[config.mk]
export PLATFORM = sky130hd
export DESIGN_NAME = ifid_stage_reg
export DESIGN_NICKNAME = d
export VERILOG_FILES = /design/src/rtl/ifid_stage_reg.sv
export SDC_FILE = /design/constraint.sdc
export NUM_CORES = 1
export LEC_CHECK = 0
export CORE_MARGIN = 2
export CORE_UTILIZATION = 44
export CTS_CLUSTER_SIZE = 20
export DETAILED_ROUTE_END_ITERATION = 10
export PLACE_DENSITY = 0.81
export SYNTH_ARGS = -nofsm -noshare
export SYNTH_HDL_FRONTEND = slang
export SYNTH_SLANG_ARGS = --single-unit
[constraint.sdc]
create_clock -name in_clk -period 2.2 [get_ports in_clk]
set_clock_uncertainty 0.2 [all_clocks]
set_input_delay 0.33 -clock in_clk [delete_from_list [all_inputs] [get_ports in_clk]]
set_output_delay 0.33 -clock in_clk [all_outputs]
set_load 0.1 [all_outputs]
[src/rtl/ifid_stage_reg.sv]
// IF/ID pipeline register: captures the fetched instruction and PC+4 for decode.
// Supports decode-side hold, instruction kill, a valid bit, and saturating event counters.
module ifid_stage_reg #(
    parameter logic [31:0] RESET_PC  = 32'h0000_0000,
    parameter logic [31:0] NOP_INSTR = 32'h0000_0000,
    parameter int          CNT_W     = 16
) (
    input  logic             in_clk,
    input  logic             in_rst_n,
    input  logic             in_stall,
    input  logic             in_flush,
    input  logic [31:0]      in_instruct,
    input  logic [31:0]      in_PC_plus4,
    output logic [31:0]      out_instruct,
    output logic [31:0]      out_PC_plus4,
    output logic             out_valid,
    output logic [CNT_W-1:0] out_stall_cnt,
    output logic [CNT_W-1:0] out_flush_cnt
);

    typedef enum logic [1:0] {
        FILL  = 2'd0,
        RUN   = 2'd1,
        STALL = 2'd2
    } state_e;

    state_e           state_r;
    state_e           state_s;
    logic [31:0]      instr_r;
    logic [31:0]      instr_s;
    logic [31:0]      pc_r;
    logic [31:0]      pc_s;
    logic             valid_r;
    logic             valid_s;
    logic [CNT_W-1:0] stall_cnt_r;
    logic [CNT_W-1:0] stall_cnt_s;
    logic [CNT_W-1:0] flush_cnt_r;
    logic [CNT_W-1:0] flush_cnt_s;

    // Counters stick at all-ones instead of wrapping.
    function automatic logic [CNT_W-1:0] sat_inc(input logic [CNT_W-1:0] value);
        logic [CNT_W-1:0] result;
        if (value == {CNT_W{1'b1}}) begin
            result = value;
        end else begin
            result = value + CNT_W'(1);
        end
        return result;
    endfunction

    // Next-state and next-register decode; flush always outranks stall.
    always_comb begin
        state_s     = state_r;
        instr_s     = instr_r;
        pc_s        = pc_r;
        valid_s     = valid_r;
        stall_cnt_s = stall_cnt_r;
        flush_cnt_s = flush_cnt_r;
        case (state_r)
            FILL: begin
                // The first fetch is always captured, so in_stall is not looked at here.
                state_s = RUN;
                pc_s    = in_PC_plus4;
                if (in_flush) begin
                    instr_s     = NOP_INSTR;
                    valid_s     = 1'b0;
                    flush_cnt_s = sat_inc(flush_cnt_r);
                end else begin
                    instr_s = in_instruct;
                    valid_s = 1'b1;
                end
            end
            RUN, STALL: begin
                if (in_flush) begin
                    // PC still advances so fetch resumes from the right address.
                    state_s     = RUN;
                    pc_s        = in_PC_plus4;
                    instr_s     = NOP_INSTR;
                    valid_s     = 1'b0;
                    flush_cnt_s = sat_inc(flush_cnt_r);
                end else if (in_stall) begin
                    state_s     = STALL;
                    stall_cnt_s = sat_inc(stall_cnt_r);
                end else begin
                    state_s = RUN;
                    pc_s    = in_PC_plus4;
                    instr_s = in_instruct;
                    valid_s = 1'b1;
                end
            end
            default: begin
                // Corrupted state: drop back to a clean fill with a bubble presented.
                state_s = FILL;
                instr_s = NOP_INSTR;
                pc_s    = RESET_PC;
                valid_s = 1'b0;
            end
        endcase
    end

    // Pipeline register and counters; reset clears everything without a clock.
    always_ff @(posedge in_clk or negedge in_rst_n) begin
        if (!in_rst_n) begin
            state_r     <= FILL;
            instr_r     <= NOP_INSTR;
            pc_r        <= RESET_PC;
            valid_r     <= 1'b0;
            stall_cnt_r <= {CNT_W{1'b0}};
            flush_cnt_r <= {CNT_W{1'b0}};
        end else begin
            state_r     <= state_s;
            instr_r     <= instr_s;
            pc_r        <= pc_s;
            valid_r     <= valid_s;
            stall_cnt_r <= stall_cnt_s;
            flush_cnt_r <= flush_cnt_s;
        end
    end

    assign out_instruct  = instr_r;
    assign out_PC_plus4  = pc_r;
    assign out_valid     = valid_r;
    assign out_stall_cnt = stall_cnt_r;
    assign out_flush_cnt = flush_cnt_r;

endmodule

==> summary.txt <==
Floorplan
  – # IOs: 165
  – Die H: about 100 um
  – Number of placement rows: 35
  – Die X: ~100 um
  – Starting density of the core: 45.5%
  – Core Region: 9240 sq um
  – Die area: roughly 10000 sq um

CTS
  – Post-CTS Setup Inserts: 0
  – Root Buffer Master: clkbuf_8
  – Clk slew on worst S/H paths: 0.09 ns
  – Post-CTS sizing: 0
  – CTS Hold Bufs: 1
  – CTS tree: built
  – Num Clock Sinks: 99
  – Total CTS buffers: 9
  – H-Tree Depth: 3
  – Later-pin clock latency in the skew report: 0.35 ns
  – Max Root-Sink Buffers: 2

Timing
  – Rel. slew slack: approximately two thirds
  – Hold slack final: 0.271 ns
  – Final Cycle Share: roughly 90%
  – Final hold vios: 0
  – Fmax: about 500 MHz
  – Final min period: between 1.5 and 2 ns
  – Final setup vio count: 0
  – Final Max Slew Viols: 0
  – Slew @ Worst Pin: 0.505 ns
  – RSZ-0062 raised after global routing: false

Critical path
  – CP required: roughly 2.2 ns
  – Slowest library cell on the worst path: or3b_2
  – Family with the most delay on the worst path: simple AND/OR/NAND/NOR gates
  – Critical path startpoint category: flop
  – CP max FO: 4
  – Crit path kind: flop to flop
  – CP endpoint kind: flop
  – Max incr delay on CP: 0.48 ns
  – Cell Chain, Critical Path: ha_1, nand4_1, nor4_2, or3b_2, mux2_2
  – Worst Path Arrival: approximately 2 ns
  – CP bufs+invs: 0

GRT
  – First-pass GRT wire length: 16800 um
  – Met1 Use GR: 25.5%
  – Largest net degree at the start of global routing: 52
  – Total congestion overflow: 0
  – GR peak layer: met2
  – Met3 Usage GRT: 6.07%
  – Met2 Use GR: 34.9%
  – Tot GR Track Use: 20.7%
  – Number of global-route vias before repair: 3448
  – Initial antenna violation count: 0

Layout
  – Nets: roughly 620
  – ANT cells: 0
  – P&R area growth vs syn: 44.5%
  – Fill count: 742
  – Most frequent cells in the layout: buf_4, nand2_1, dfrtp_1
  – Post-Layout Cell Count: 677
  – Layout cells sized above 1: 31.8%
  – Final Cell Area: about 6100 sq um
  – Commonest non-fill, non-tap cell in the layout: buf_4

Yosys
  – Post-Syn Area per Cell: 11.4 sq um
  – Register bit count reported by yosys: 99
  – Share of the synthesized area in the top cell type: 58.9%
  – Syn Nets: 442
  – Area of the mapped netlist: 4210 sq um
  – Synth warn: 0
  – Synth area leader: dfrtp_1
  – Register area share after synthesis: 58.9%
  – Synthesized instance count: 370
  – Top cells by area, synth: dfrtp_1, nand2_1, a22o_1
  – Post-synthesis cell type count: 40

Route
  – DRT iter0 DRCs: 83
  – DRT Pass-1 Iters: 4
  – Via-to-Cell Ratio: 5.12
  – Post-route ant nets: 0
  – Vias after detailed routing: 3467
  – DRC viols: 0
  – Routed WL per cell: roughly 15 um
  – Final wirelength: ~10000 um

Worst hold path
  – Min-delay worst type: flop to flop

Placement
  – Number of I/O port buffers: 164
  – Cell Area, Placed: 5900 sq um
  – Dpl cells: 660
  – Final HPWL DP: about 7700 um
  – Final GP Congestion: 0.805

Power and ir drop
  – Maximum vdd ir drop: 1160 uV
  – Pwr Density: 1350 nW/um^2
  – Pleak: ~2.9 nW

Status
  – Status: finished clean

Run
  – Max Cap Viol: 0
## report_power, final
| group | internal [W] | switching (W) | leakage, nW | total (W) |
|---|---|---|---|---|
| combinational | 0.00101 | 0.00357 | 1.59 | 0.00458 |
| clock | 0.000472 | 0.000585 | 0.0905 | 0.00106 |
| sequential | 0.00224 | 0.000317 | 1.21 | 0.00256 |
| total | 0.00373 | 0.00447 | 2.88 | 0.00820 |
## final timing paths
path | start | endpoint | slack [ns] | cells after the start
setup / recovery | out_flush_cnt[0] | out_flush_cnt[1] | 0.21 | 5
hold / removal | out_PC_plus4[8] | out_PC_plus4[8] | 0.27 | 2
setup reg to reg | out_flush_cnt[0] | out_flush_cnt[1] | 0.21 | 5
hold reg to reg | out_PC_plus4[8] | out_PC_plus4[8] | 0.27 | 2
max in group asynchronous | in_rst_n | out_PC_plus4[5] | 0.85 | 3
min in group asynchronous | in_rst_n | out_stall_cnt[0] | 0.30 | 2
## synthesized netlist by cell type
| master | instances |
|---|---|
| nand2b_1 | 1 |
| and4_1 | 4 |
| nor2_1 | 11 |
| nand3_2 | 1 |
| or3b_2 | 1 |
| mux2_2 | 1 |
| nor2b_1 | 3 |
| a21o_1 | 1 |
| nand4_2 | 1 |
| buf_2 | 5 |
| clkbuf_1 | 10 |
| nand2_1 | 76 |
| or4_4 | 1 |
| nor4_2 | 1 |
| a21oi_1 | 3 |
| ha_1 | 4 |
| nand4b_1 | 1 |
| dfrtp_1 | 99 |
| nand3b_1 | 33 |
| and3_1 | 1 |
| nand3_1 | 9 |
| a31oi_1 | 2 |
| mux2i_1 | 1 |
| o41ai_4 | 1 |
| xor2_1 | 13 |
| a2111o_1 | 1 |
| nor4_1 | 6 |
| and3_2 | 1 |
| nor3b_1 | 1 |
| nand3b_4 | 1 |
| nor3_1 | 3 |
| a22o_1 | 32 |
| inv_1 | 6 |
| and3b_1 | 1 |
| o21a_1 | 2 |
| xnor2_1 | 11 |
| nor3_2 | 5 |
| a41oi_1 | 3 |
| buf_1 | 4 |
| nand4_1 | 9 |
## stage by stage
| stage | setup slack, ns | power, W | util [%] | TNS (ns) |
|---|---|---|---|---|
| floorplan | -0.0337 | 0.00605 | - | -0.0337 |
| global placement | 0.158 | 0.00713 | 63.8 | 0 |
| detailed placement | 0.101 | 0.00719 | 63.8 | 0 |
| CTS | 0.194 | 0.00827 | 65.8 | 0 |
| global route | 0.0494 | 0.00855 | 65.8 | 0 |
| finish | 0.206 | 0.00820 | 65.8 | 0 |
## worst min-delay path, stage by stage (launching register included)
cell     delay [ns]
dfrtp_1        0.35
nand2_1        0.05
nand2_1        0.05
## kinds of logic (layout without fill, tap and decap cells)
group | after synthesis | after routing | share of synthesized area (%)
compound gates | 45 | 45 | 9.40
xor+xnor | 24 | 24 | 5.00
fa+ha+maj | 4 | 4 | 1.19
buf+inv | 25 | 203 | 2.38
flops | 99 | 99 | 58.9
mux | 2 | 2 | 0.506
simple gates | 171 | 171 | 22.6
## registers in the layout (all words and copies together), names as in the netlist
signal,flops
out_PC_plus4,32
out_instruct,32
out_flush_cnt,16
out_stall_cnt,16
state_r,2
out_valid,1
## layer usage
layer  vias up  part of all wire [%]
li1       1646                     -
met1      1679                    41
met2       129                    50
met3        13                   7.7
met4         0                   1.2
met5         -                     0
## cell type report
type                            instances  area, sq um  area share, %
Tap cell                              129          161           2.65
Timing Repair Buffer                  181         1560           25.7
Inverter                                6         22.5          0.370
Sequential cell                        99         2520           41.5
Multi-Input combinational cell        246         1640           26.9
Clock buffer                           14          163           2.68
Clock inverter                          2         10.0          0.165
Note: power is estimated with default switching activity, not from simulation.
